## config.mk

```make
export PLATFORM = sky130hd
export DESIGN_NAME = redirect_sequencer
export DESIGN_NICKNAME = d
export VERILOG_FILES = /design/src/rtl/redirect_sequencer_pkg.sv /design/src/rtl/redirect_sequencer_seq_timer.sv /design/src/rtl/redirect_sequencer.sv
export SDC_FILE = /design/constraint.sdc
export NUM_CORES = 1
export LEC_CHECK = 0
export ABC_AREA = 0
export CORE_UTILIZATION = 40
export CTS_CLUSTER_SIZE = 16
export DETAILED_ROUTE_END_ITERATION = 16
export DONT_BUFFER_PORTS = 1
export PLACE_DENSITY = 0.52
export SLEW_MARGIN = 20
export SYNTH_ARGS = -nofsm -noshare
export SYNTH_HDL_FRONTEND = slang
export SYNTH_SLANG_ARGS = --single-unit
```

## constraint.sdc

```tcl
create_clock -name clk -period 2.1 [get_ports clk]
set_clock_uncertainty 0.05 [all_clocks]
set_input_delay 0.315 -clock clk [delete_from_list [all_inputs] [get_ports clk]]
set_output_delay 0.315 -clock clk [all_outputs]
set_load 0.02 [all_outputs]
```

## src/rtl/redirect_sequencer_pkg.sv

```systemverilog
// rtl/redirect_sequencer_pkg.sv - shared encodings and helpers for the redirect sequencer
//
// Purpose:
//   State and source encodings shared by the sequencer top and its timer, plus
//   the timer width and a helper that turns a cycle count into a timer preload.
// Contents:
//   rs_state_e  : RS_IDLE / RS_FLUSH / RS_DRAIN / RS_REDIRECT
//   rs_src_e    : SRC_BP / SRC_JALR (winning redirect source)
//   TIMER_W     : width of the shared hold/drain down-counter
//   timer_load  : preload value so that the timer reaches zero on the Nth cycle

package redirect_sequencer_pkg;

  typedef enum logic [1:0] {
    RS_IDLE     = 2'd0,
    RS_FLUSH    = 2'd1,
    RS_DRAIN    = 2'd2,
    RS_REDIRECT = 2'd3
  } rs_state_e;

  typedef enum logic {
    SRC_BP   = 1'b0,
    SRC_JALR = 1'b1
  } rs_src_e;

  localparam int TIMER_W = 8;

  // A state that must last `count` cycles preloads count-1: the first cycle
  // sees count-1, the last cycle sees zero and takes the exit.
  function automatic logic [TIMER_W-1:0] timer_load(input int count);
    return TIMER_W'(count - 1);
  endfunction

endpackage

```

## src/rtl/redirect_sequencer_seq_timer.sv

```systemverilog
// rtl/redirect_sequencer_seq_timer.sv - loadable saturating down-counter with zero flag
//
// Purpose:
//   Times both the flush hold window and the store-drain window. Load has
//   priority over decrement; the count saturates at zero.
// Ports:
//   clk, rst   : clock, synchronous active-high reset (count -> 0)
//   en         : global enable; low freezes the count
//   load       : preload count with load_val
//   load_val   : preload value
//   dec        : decrement by one (ignored at zero)
//   zero       : count currently equals zero

module redirect_sequencer_seq_timer
  import redirect_sequencer_pkg::*;
(
  input  logic               clk,
  input  logic               rst,
  input  logic               en,
  input  logic               load,
  input  logic [TIMER_W-1:0] load_val,
  input  logic               dec,
  output logic               zero
);

  logic [TIMER_W-1:0] cnt_q;
  logic [TIMER_W-1:0] cnt_d;

  always_comb begin
    cnt_d = cnt_q;
    if (load) begin
      cnt_d = load_val;
    end else if (dec && (cnt_q != '0)) begin
      cnt_d = cnt_q - TIMER_W'(1);
    end
  end

  always_ff @(posedge clk) begin
    if (rst) begin
      cnt_q <= '0;
    end else if (en) begin
      cnt_q <= cnt_d;
    end
  end

  assign zero = (cnt_q == '0);

endmodule

```

## src/rtl/redirect_sequencer.sv

```systemverilog
// rtl/redirect_sequencer.sv - flush / store-drain / redirect sequencing after a control-flow redirect
//
// Purpose:
//   Arbitrates branch-mispredict and JALR redirects, broadcasts a flush for
//   FLUSH_HOLD cycles, waits for committed stores to drain (bounded by
//   DRAIN_MAX), then issues one redirect pulse to IF. All outputs are flops.
// Parameters:
//   FLUSH_HOLD (1..7), DRAIN_MAX (1..255)
// Ports:
//   clk, rst        : clock, synchronous active-high reset
//   rdy             : global enable; low freezes state and outputs
//   bp_req/target   : predictor mispredict pulse and correct fetch address
//   jalr_req/target : ROB JALR redirect pulse and target (bit 0 clear)
//   lsb_store_busy  : committed store still in flight
//   flush_all       : flush strobe to all flushable units
//   redirect_valid  : one-cycle redirect pulse to IF
//   redirect_addr   : fetch address; holds until the next redirect
//   seq_busy        : high whenever a sequence is in progress (stalls commit)
//   drain_timeout   : sticky; drain window expired with a store still busy
// Build option:
//   REDIRECT_STATS_EN adds bp_flush_cnt, jalr_flush_cnt and drop_cnt outputs.

module redirect_sequencer
  import redirect_sequencer_pkg::*;
#(
  parameter int FLUSH_HOLD = 1,
  parameter int DRAIN_MAX  = 64
) (
  input  logic        clk,
  input  logic        rst,
  input  logic        rdy,
  input  logic        bp_req,
  input  logic [31:0] bp_target,
  input  logic        jalr_req,
  input  logic [31:0] jalr_target,
  input  logic        lsb_store_busy,
  output logic        flush_all,
  output logic        redirect_valid,
  output logic [31:0] redirect_addr,
  output logic        seq_busy,
  output logic        drain_timeout
`ifdef REDIRECT_STATS_EN
  ,
  output logic [31:0] bp_flush_cnt,
  output logic [31:0] jalr_flush_cnt,
  output logic [15:0] drop_cnt
`endif
);

  localparam logic [TIMER_W-1:0] FLUSH_LOAD = timer_load(FLUSH_HOLD);
  localparam logic [TIMER_W-1:0] DRAIN_LOAD = timer_load(DRAIN_MAX);

  rs_state_e          state_q, state_d;
  rs_src_e            src_q, src_d;
  logic [31:0]        target_q, target_d;

  logic               flush_all_q, flush_all_d;
  logic               redirect_valid_q, redirect_valid_d;
  logic [31:0]        redirect_addr_q, redirect_addr_d;
  logic               seq_busy_q, seq_busy_d;
  logic               drain_timeout_q, drain_timeout_d;

  logic               tmr_load;
  logic [TIMER_W-1:0] tmr_load_val;
  logic               tmr_dec;
  logic               tmr_zero;
  logic               timeout_set;
  logic [31:0]        issue_addr;

  redirect_sequencer_seq_timer u_timer (
    .clk      (clk),
    .rst      (rst),
    .en       (rdy),
    .load     (tmr_load),
    .load_val (tmr_load_val),
    .dec      (tmr_dec),
    .zero     (tmr_zero)
  );

  // Sequencer FSM and arbiter. bp_req beats jalr_req: the JALR is younger
  // and is squashed by the flush anyway.
  always_comb begin
    state_d      = state_q;
    src_d        = src_q;
    target_d     = target_q;
    tmr_load     = 1'b0;
    tmr_load_val = '0;
    tmr_dec      = 1'b0;
    timeout_set  = 1'b0;

    case (state_q)
      RS_IDLE: begin
        if (bp_req || jalr_req) begin
          state_d      = RS_FLUSH;
          src_d        = bp_req ? SRC_BP : SRC_JALR;
          target_d     = bp_req ? bp_target : jalr_target;
          tmr_load     = 1'b1;
          tmr_load_val = FLUSH_LOAD;
        end
      end
      RS_FLUSH: begin
        if (tmr_zero) begin
          state_d      = RS_DRAIN;
          tmr_load     = 1'b1;
          tmr_load_val = DRAIN_LOAD;
        end else begin
          tmr_dec = 1'b1;
        end
      end
      RS_DRAIN: begin
        // A store going idle always wins over an expiring window, so the
        // timeout flag only reports a genuinely stuck store.
        if (!lsb_store_busy) begin
          state_d = RS_REDIRECT;
        end else if (tmr_zero) begin
          state_d     = RS_REDIRECT;
          timeout_set = 1'b1;
        end else begin
          tmr_dec = 1'b1;
        end
      end
      RS_REDIRECT: begin
        state_d = RS_IDLE;
      end
      default: begin
        state_d = RS_IDLE;
      end
    endcase
  end

  // JALR targets arrive with bit 0 already clear; re-clearing keeps a
  // misbehaving producer from fetching a halfword-odd address.
  assign issue_addr = (src_q == SRC_JALR) ? {target_q[31:1], 1'b0} : target_q;

  // Outputs are decoded from the next state so they land in flops aligned
  // with the state they describe.
  always_comb begin
    flush_all_d      = (state_d == RS_FLUSH);
    redirect_valid_d = (state_d == RS_REDIRECT);
    seq_busy_d       = (state_d != RS_IDLE);
    drain_timeout_d  = drain_timeout_q | timeout_set;
    redirect_addr_d  = redirect_addr_q;
    if (state_d == RS_REDIRECT) begin
      redirect_addr_d = issue_addr;
    end
  end

  always_ff @(posedge clk) begin
    if (rst) begin
      state_q          <= RS_IDLE;
      src_q            <= SRC_BP;
      target_q         <= '0;
      flush_all_q      <= 1'b0;
      redirect_valid_q <= 1'b0;
      redirect_addr_q  <= '0;
      seq_busy_q       <= 1'b0;
      drain_timeout_q  <= 1'b0;
    end else if (rdy) begin
      state_q          <= state_d;
      src_q            <= src_d;
      target_q         <= target_d;
      flush_all_q      <= flush_all_d;
      redirect_valid_q <= redirect_valid_d;
      redirect_addr_q  <= redirect_addr_d;
      seq_busy_q       <= seq_busy_d;
      drain_timeout_q  <= drain_timeout_d;
    end
  end

  assign flush_all      = flush_all_q;
  assign redirect_valid = redirect_valid_q;
  assign redirect_addr  = redirect_addr_q;
  assign seq_busy       = seq_busy_q;
  assign drain_timeout  = drain_timeout_q;

`ifdef REDIRECT_STATS_EN
  logic [31:0] bp_flush_cnt_q, bp_flush_cnt_d;
  logic [31:0] jalr_flush_cnt_q, jalr_flush_cnt_d;
  logic [15:0] drop_cnt_q, drop_cnt_d;
  logic [1:0]  drop_inc;

  // Dropped requests: the arbitration loser in IDLE, or every request that
  // arrives while a sequence is already running.
  always_comb begin
    bp_flush_cnt_d   = bp_flush_cnt_q;
    jalr_flush_cnt_d = jalr_flush_cnt_q;
    if (state_q == RS_IDLE) begin
      drop_inc = {1'b0, bp_req & jalr_req};
    end else begin
      drop_inc = {1'b0, bp_req} + {1'b0, jalr_req};
    end
    if ((state_q == RS_IDLE) && (state_d == RS_FLUSH)) begin
      if (src_d == SRC_BP) begin
        bp_flush_cnt_d = bp_flush_cnt_q + 32'd1;
      end else begin
        jalr_flush_cnt_d = jalr_flush_cnt_q + 32'd1;
      end
    end
    drop_cnt_d = drop_cnt_q + 16'(drop_inc);
  end

  always_ff @(posedge clk) begin
    if (rst) begin
      bp_flush_cnt_q   <= '0;
      jalr_flush_cnt_q <= '0;
      drop_cnt_q       <= '0;
    end else if (rdy) begin
      bp_flush_cnt_q   <= bp_flush_cnt_d;
      jalr_flush_cnt_q <= jalr_flush_cnt_d;
      drop_cnt_q       <= drop_cnt_d;
    end
  end

  assign bp_flush_cnt   = bp_flush_cnt_q;
  assign jalr_flush_cnt = jalr_flush_cnt_q;
  assign drop_cnt       = drop_cnt_q;
`endif

endmodule

```

## Word-level counts from Yosys, hierarchy flattened

Index checks and enable logic that the tools add are counted.

- Reductions and logical operators: 10
- Mux-type cells: 20
- $add $sub $neg: 1
- Bitwise logic cells: 1
- Eq/ne operators: 5

Operator list:

| cell | number |
|---|---|
| $mux 32 | 1 |
| $mux 8 | 2 |
| $mux 6 | 2 |
| $logic_not 8->1 | 1 |
| $mux 1 | 8 |
| $mux 2 | 4 |
| $pmux 2 s4 | 1 |
| $reduce_bool 8->1 | 1 |
| $sub 8x1->8 const B | 1 |
| $eq 2x2->1 const B | 3 |
| $eq 2x1->1 const B | 2 |
| $pmux 1 s2 | 2 |
| $reduce_and 2->1 | 2 |
| $reduce_bool 2->1 | 2 |
| $reduce_and 3->1 | 1 |
| $logic_not 2->1 | 1 |
| $logic_and 1x1->1 | 1 |
| $logic_or 1x1->1 | 1 |
| $or 1x1->1 | 1 |

- Bits in registers: 79
- Bits of input ports: 70
- Word-level logic and storage cells: 46
- Output and inout bits: 36

## Depth between registers and ports, before layout

Gate-level depths: netlist of the first run.

- Word-level depth: 7
- Depth in mapped cells: 9
- Depth with buffers taken out: 7

## Modules after synthesis

From an unflattened synthesis of the first run, not the netlist that was laid out.

- Cells, all modules: 400
- Area, all modules: 3,654.8 um2

Modules (own cells, without submodules):

| module | seq. area each (um2) | instances | cells an instance | area an instance (um2) |
|---|---|---|---|---|
| redirect_sequencer | 1,421.4 | 1 | 328 | 3,090.5 |
| redirect_sequencer_seq_timer | 160.2 | 1 | 72 | 564.3 |

## Worst setup path before layout of the first run

No wires, ideal clock.

- Path kind: flip-flop to flip-flop
- Start: register u_timer.cnt_q[0]
- End: register redirect_addr_q[10] (netlist: redirect_addr[10])
- Path buffers: 2
- Period minus slack after synthesis: 2,247 ps
- Setup time: 118 ps
- Data required time: 1,932 ps
- Stages on the path, launching flop included: 10
- Setup slack: -147 ps
- Arrival time: 2,079 ps
- Path through: dfxtp_1 -> inv_1 -> ha_1 -> or4b_1 -> or4_1 -> o211a_2 -> and2_4 -> buf_6 -> buf_12 -> mux2i_1

- Word-level cells in the longest chain between the ends: 6
- Elaborated cells on any way between the ends: 7
- Those cells by class: eq/ne (1); mux (4); reduce/logical (2)

Ends and longest elaborated chain:

| item | RTL line | source |
|---|---|---|
| start, declared | redirect_sequencer_seq_timer.sv:26 | `logic [TIMER_W-1:0] cnt_q;` |
| start signal, assigned | redirect_sequencer_seq_timer.sv:42 | `cnt_q <= cnt_d;` |
| $logic_not 8->1 * | redirect_sequencer_seq_timer.sv:46 | `assign zero = (cnt_q == '0);` |
| $mux 2 | redirect_sequencer.sv:115 | `end else if (tmr_zero) begin` |
| $mux 2 | redirect_sequencer.sv:113 | `if (!lsb_store_busy) begin` |
| $pmux 2 s4 * | redirect_sequencer.sv:91 | `case (state_q)` |
| $eq 2x2->1 * | redirect_sequencer.sv:143 | `if (state_d == RS_REDIRECT) begin` |
| $reduce_and 2->1 (no line) * | n/a |  |
| end signal, assigned | redirect_sequencer.sv:164 | `redirect_addr_q <= redirect_addr_d;` |
| end, declared | redirect_sequencer.sv:59 | `logic [31:0] redirect_addr_q, redirect_addr_d;` |

Every way passes the cells marked *; elsewhere a longest branch is shown, timed or not.
A chain may end at the register's enable or synchronous reset.

## Worst setup path in the final report of the first run

- Start: register u_timer.cnt_q[1]
- End: register redirect_addr_q[28] (netlist: redirect_addr[28])

Same word-level chain as after synthesis.

==> impl_metrics.yaml, run 1 <==
route:
  wirelength_mm: 8.77
  vias: 2794
  viasPerCell: 5.32
  ant_nets: 0
  drt-pass1-iter-count: 4
  drt_iter0_markers: 107
  avgRoutedWirePerCell_um: 16.7
  drc: 0
placed_design:
  dp_hpwl_mm: 5.13
  gp_congestion: 0.845
  pre_cts_ws_ps: -199
  portBuffers: 0
hold_path:
  whs_path_depth: 2
  hp-class: "in -> reg"
  hold_path_end: "state_q[1]"
  hp-start: "rdy"
worst_setup_path:
  path_cells: "inv_2, ha_4, or4b_4, or4_4, o211a_4, and2_4, mux2i_1"
  r2r_cells: 7
  arrival_ps: 2330
  cp.required_ps: 2280
  worst_path_max_delay_cell: "or4b_4"
  cpPeakStageDelay_ps: 480
  criticalPathCategory: "reg -> reg"
  path_buf_inv: 1
  crit_path_start_kind: "register"
  r2r_slack_ps: -50
  rr_startpoint: "u_timer.cnt_q[1]"
  crit_fanout: 8
  crit_family: "simple AND/OR/NAND/NOR gates"
  end_kind: "register"
  r2r-end: "redirect_addr[28]"
finish:
  synthToLayoutAreaGrowth_pct: 16.1
  n_fill_cell: 827
  antenna_cells: 0
  fin_util: 0.487
  fin_nets: 488
  drive_above_1_share: 0.156
timing:
  tightest_slew_ps: 557
  fin_crit_sh: 1.02
  drv_slew: 0
  fin_crit_ps: 2150
  relSlewSlack: 0.626
  setup_slack_ps: -46.0
  timing.fmax_mhz: 466
  grt_setup_unrepaired: "true"
  setup_viol_count_final: 32
  hold_viol: 0
clock_network:
  clockBufferDepth: 2
  clk_latency_ps: 350
  cts-buffers-inserted: 9
  path_clk_slew_ps: 90
  clockRootBuffer: "clkbuf_8"
  cts_tree: "done"
  cts.sinks: 79
  h-tree-depth: 3
power_and_ir_drop:
  power.leakage_nw: 1.56
  switchingPower_w: 0.00128
  pwr-share-comb: 0.267
  clock_power_share: 0.326
  power.total_w: 0.00426
  power_density_mw_per_mm2: 983
  seq_power_share: 0.406
  p_int_w: 0.00298
  vdd.ir_drop.worst_mv: 0.394
  swShare: 0.300
global_route:
  grt_pass1_wl_mm: 13.6
  first_global_vias: 2559
  grt.overflow.total: 0
  grt_antenna_before_repair: 0
  grt_util_all_layers: 0.182
  grt_max_degree: 66
floorplan:
  die_w_um: 98.6
  fp.coreArea_sq_mm: 0.00889
  die_h_um: 98.6
  die-area_sq_mm: 0.00972
  num_rows: 34
  start_util: 0.420
  ios: 106
synth:
  syn_area_sq_mm: 0.00373
  synth_seq_cells: 79
  ys_types: 37
  synth_cells: 398
  yosysSeqAreaShare: 0.424
  synth_area_per_cell_sq_um: 9.38
  yosysWarnings: 0
  synth_nets: 474
run_status:
  violations: "setup timing"
  status: "finished, violations left"
job:
  cap_violations: 0
worst max-delay path by stage:
| stage | startpoint | end | depth (start not counted) |
|---|---|---|---|
| final | u_timer.cnt_q[1] | redirect_addr[28] | 7 |
| after CTS | u_timer.cnt_q[0] | redirect_addr[18] | 7 |
| after global routing | u_timer.cnt_q[1] | redirect_addr[10] | 7 |
| after detailed placement | u_timer.cnt_q[0] | redirect_addr[4] | 7 |
| after global placement | u_timer.cnt_q[0] | redirect_addr[2] | 7 |
| after floorplan | u_timer.cnt_q[0] | redirect_addr[10] | 9 |
cell families after synthesis:
group | after synthesis | synth area share
muxes | 64 | 0.172
adders and majority gates | 6 | 0.0201
DFF | 79 | 0.424
and+or+nand+nor | 142 | 0.200
AOI/OAI and AO/OA | 73 | 0.135
buffers and inverters | 34 | 0.0493
power by group through the flow:
stage	clock [W]	combinational [W]	sequential, W
floorplan	0	0.000696	0.00175
global placement	0	0.000974	0.00176
detailed placement	0	0.000977	0.00176
CTS	0.00144	0.00106	0.00173
global route	0.00150	0.00125	0.00175
finish	0.00139	0.00114	0.00173
sequential cells by signal, summed over array words and instances (netlist names):
signal / cells
u_timer.cnt_q: 8
target_q: 32
redirect_valid: 1
redirect_addr: 32
src_q: 1
seq_busy: 1
state_q: 2
drain_timeout: 1
flush_all: 1
Yosys cell counts:
cell type   n  area share
buf_6       1      0.0030
or4b_1      1      0.0027
o21a_1      1      0.0020
clkbuf_1   22       0.022
nand4_1     1      0.0017
or4_1       1      0.0020
a2111oi_0   1      0.0023
nand2_1     8      0.0080
a31oi_1     1      0.0017
o211ai_1    1      0.0020
a21o_1      3      0.0060
a21boi_0    1      0.0020
nor3_1      4      0.0054
nor2b_1     1      0.0017
o21ai_0     8       0.011
a41oi_1     3      0.0070
a211o_1     1      0.0023
nand3_1     5      0.0067
and2_4      1      0.0023
inv_1       5      0.0050
mux2i_1    64        0.17
buf_12      3       0.016
a211oi_1   37       0.074
nor3b_1     1      0.0020
buf_1       3      0.0030
o21ai_1     2      0.0027
nand2b_1   65        0.11
ha_1        6       0.020
a21oi_1    11       0.015
nor2_1     50       0.050
or3_1       1      0.0017
nand3b_1    2      0.0040
a31o_2      1      0.0023
a311oi_1    1      0.0023
nor4b_1     1      0.0023
dfxtp_1    79        0.42
o211a_2     1      0.0027
cell type report:
type | count | area [sq um] | share of cell area
clock buffer | 10 | 128 | 0.0295
clock inverter | 6 | 118 | 0.0272
sequential | 79 | 1580 | 0.366
timing repair buffer | 29 | 251 | 0.0581
tap | 108 | 135 | 0.0312
inverter | 5 | 18.8 | 0.00433
multi-input combinational | 288 | 2100 | 0.484
cell usage in the layout, fill, tap and decap left out, types with 2 or more instances in the layout:
| cell | n |
|---|---|
| a41oi_1 | 3 |
| nor2_4 | 2 |
| nor3_1 | 3 |
| dlygate4sd3_1 | 2 |
| buf_4 | 24 |
| clkbuf_8 | 9 |
| dfxtp_1 | 77 |
| o21ai_0 | 8 |
| nand2_1 | 7 |
| nand3_1 | 4 |
| nor2_1 | 48 |
| inv_1 | 3 |
| inv_2 | 2 |
| dfxtp_2 | 2 |
| nand3b_1 | 2 |
| nand2b_1 | 65 |
| mux2i_1 | 64 |
| buf_12 | 2 |
| a211oi_1 | 36 |
| and2_4 | 4 |
| bufinv_16 | 3 |
| a21oi_1 | 11 |
| ha_1 | 5 |
| a21o_1 | 3 |
through the flow:
step	instance area, sq um	hold WS, ps	setup TNS [ps]	instances
global route	4330	53.5	-2620	525
floorplan	3760	402	-3910	398
finish	4330	36.7	-939	525
global placement	3920	347	-4470	500
detailed placement	3920	346	-5270	500
CTS	4260	16.3	-311	524
routing by layer:
| layer | up-vias | part of all wire | track usage |
|---|---|---|---|
| met4 | 0 | 0.012 | 0.0494 |
| met1 | 1270 | 0.45 | 0.234 |
| met3 | 10 | 0.069 | 0.0617 |
| met5 | - | 0 | 0 |
| li1 | 1427 | - | - |
| met2 | 87 | 0.47 | 0.293 |
repair_timing:
action	CTS	global route
endpoints found under the hold margin	47	0
gates resized for setup	6	13
setup endpoints to repair	32	40
cloned	3	0
pin swaps	3	8
buffers inserted	2	1
hold buffers	3	0
Note: power is estimated with default switching activity, not from simulation.
==> run 2, diff against run 1 <==
==> constraint.sdc (replaced) <==
create_clock -name clk -period 2.1 [get_ports clk]
set_clock_uncertainty 0.05 [all_clocks]
set_input_delay 0.42 -clock clk [delete_from_list [all_inputs] [get_ports clk]]
set_output_delay 0.42 -clock clk [all_outputs]
set_load 0.02 [all_outputs]
==> run 2 against run 1 <==
  * Flip-flop and latch count did not move
  * Register-to-register slack improved by 20 ps
  * Die area did not move
  * Sequential power barely moved
  * Highest routed layer unchanged
  * Non-clock buffer count fell by 3
  * The flow still finishes with violations (setup timing)
  * Clock-buffer cell count did not move
  * Sequential share of layout area rose by 0.56 points
  * Largest power group unchanged
  * Hold slack improved by 42 ps
  * Maximum frequency rose by 0.73%
  * Global-route usage fell by 0.85 points
  * Setup slack improved by 16 ps
  * Critical path type unchanged
==> impl_metrics.yaml, run 2 (synthesis gave the netlist of run 1 again) <==
worst_setup_path:
  path_cells: "inv_2, ha_4, or4b_4, or4_4, o211a_4, and2_4, mux2i_1"
  cpPeakStageDelay_ps: 480
  worst_path_max_delay_cell: "or4b_4"
  cp.required_ps: 2280
  end_kind: "register"
  crit_fanout: 8
  crit_path_start_kind: "register"
  criticalPathCategory: "reg -> reg"
  arrival_ps: 2310
floorplan:
  start_util: 0.420
  num_rows: 34
  die_h_um: 98.6
  ios: 106
  die_w_um: 98.6
  fp.coreArea_sq_mm: 0.00889
  die-area_sq_mm: 0.00972
finish:
  mostFrequentLayoutCells: "dfxtp_1 (77), nand2b_1 (65), mux2i_1 (64)"
  n_fill_cell: 836
  stdcell_area_sq_mm: 0.00427
  drive_above_1_share: 0.145
  antenna_cells: 0
  fin_nets: 485
  final_common_cell: "dfxtp_1"
  multi_input_area_sq_mm: 0.00208
  synthToLayoutAreaGrowth_pct: 14.3
  register_area_sq_mm: 0.00158
job:
  cap_violations: 0
clock_network:
  clockRootBuffer: "clkbuf_8"
  cts.sinks: 79
  clockBufferDepth: 2
  clk_latency_ps: 350
  cts-buffers-inserted: 9
  h-tree-depth: 3
  path_clk_slew_ps: 90
  cts_tree: "done"
  cts-hold-fix-buffers: 0
placed_design:
  pre_cts_ws_ps: -199
  portBuffers: 0
  gp_congestion: 0.845
  place_area_sq_mm: 0.00392
  dp_hpwl_mm: 5.13
timing:
  setup_slack_ps: -30.4
  relSlewSlack: 0.620
  tightest_slew_ps: 566
  drv_slew: 0
  fin_crit_ps: 2130
  fin_crit_sh: 1.01
  setup_viol_count_final: 33
  hold_viol: 0
  timing.fmax_mhz: 469
  grt_setup_unrepaired: "true"
route:
  drt-pass1-iter-count: 4
  drc: 0
  vias: 2749
  drt_iter0_markers: 95
  ant_nets: 0
  wirelength_mm: 8.42
  viasPerCell: 5.27
  avgRoutedWirePerCell_um: 16.1
global_route:
  grt_max_degree: 112
  first_global_vias: 2502
  grt_util_all_layers: 0.174
  grt.overflow.total: 0
  grt_antenna_before_repair: 0
  grt_pass1_wl_mm: 13.0
run_status:
  violations: "setup timing"
  status: "finished, violations left"
power_and_ir_drop:
  power.leakage_nw: 1.54
  power_density_mw_per_mm2: 983
  vdd.ir_drop.worst_mv: 0.395
hold_path:
  hp-class: "in -> reg"
[run 2: worst max-delay path: cells and delay by family (launching register included)]
| kind | cells | cell delay (ps) |
|---|---|---|
| AOI/OAI and AO/OA | 1 | 180 |
| adders and majority gates | 1 | 130 |
| buffers and inverters | 1 | 70 |
| DFF | 1 | 330 |
| muxes | 1 | 130 |
| and+or+nand+nor | 3 | 1120 |
[run 2: final timing paths]
check | slack [ps] | to | from | cells after the start
setup / recovery | -30 | redirect_addr[28] | u_timer.cnt_q[1] | 7
hold / removal | 80 | target_q[5] | rst | 1
setup reg to reg | -30 | redirect_addr[28] | u_timer.cnt_q[1] | 7
hold reg to reg | 420 | redirect_addr[25] | target_q[25] | 2
[run 2: metrics by stage]
stage | hold WS [ps] | power [W] | cells | TNS (ps) | utilization
floorplan | 402 | 0.00245 | 398 | -3910 | -
global placement | 405 | 0.00273 | 500 | -4470 | 0.441
detailed placement | 414 | 0.00274 | 500 | -5270 | 0.441
CTS | 54.5 | 0.00421 | 521 | -298 | 0.474
global route | 42.7 | 0.00444 | 522 | -2490 | 0.480
finish | 78.7 | 0.00420 | 522 | -532 | 0.480
[run 2: timing repair]
item / 4_1_cts / 5_1_grt
pin swaps: 3 / 4
gates resized for setup: 6 / 7
endpoints found under the setup margin: 32 / 40
hold endpoints to repair: 0 / 0
cloned: 3 / 0
buffers inserted: 2 / 1
[run 2: cell type report]
cell class                 instances  share of cell area
clock buffer                      10              0.0299
clock inverter                     6              0.0276
inverter                           5             0.00440
multi-input combinational        288               0.487
sequential                        79               0.371
tap                              108              0.0317
timing repair buffer              26              0.0487
[run 2: routing by layer]
metal / track usage / part of all wire / up-vias
met5: 0 / 0 / -
met4: 0.0517 / 0.011 / 0
met3: 0.0624 / 0.069 / 8
met2: 0.277 / 0.46 / 84
met1: 0.221 / 0.46 / 1235
li1: - / - / 1422
[run 2: power by group]
group | switching (W) | internal [W] | leakage (nW) | total (W)
registers | 0.0000961 | 0.00163 | 0.646 | 0.00173
clock network | 0.000584 | 0.000801 | 0.119 | 0.00138
logic | 0.000557 | 0.000525 | 0.776 | 0.00108
total | 0.00124 | 0.00296 | 1.54 | 0.00420
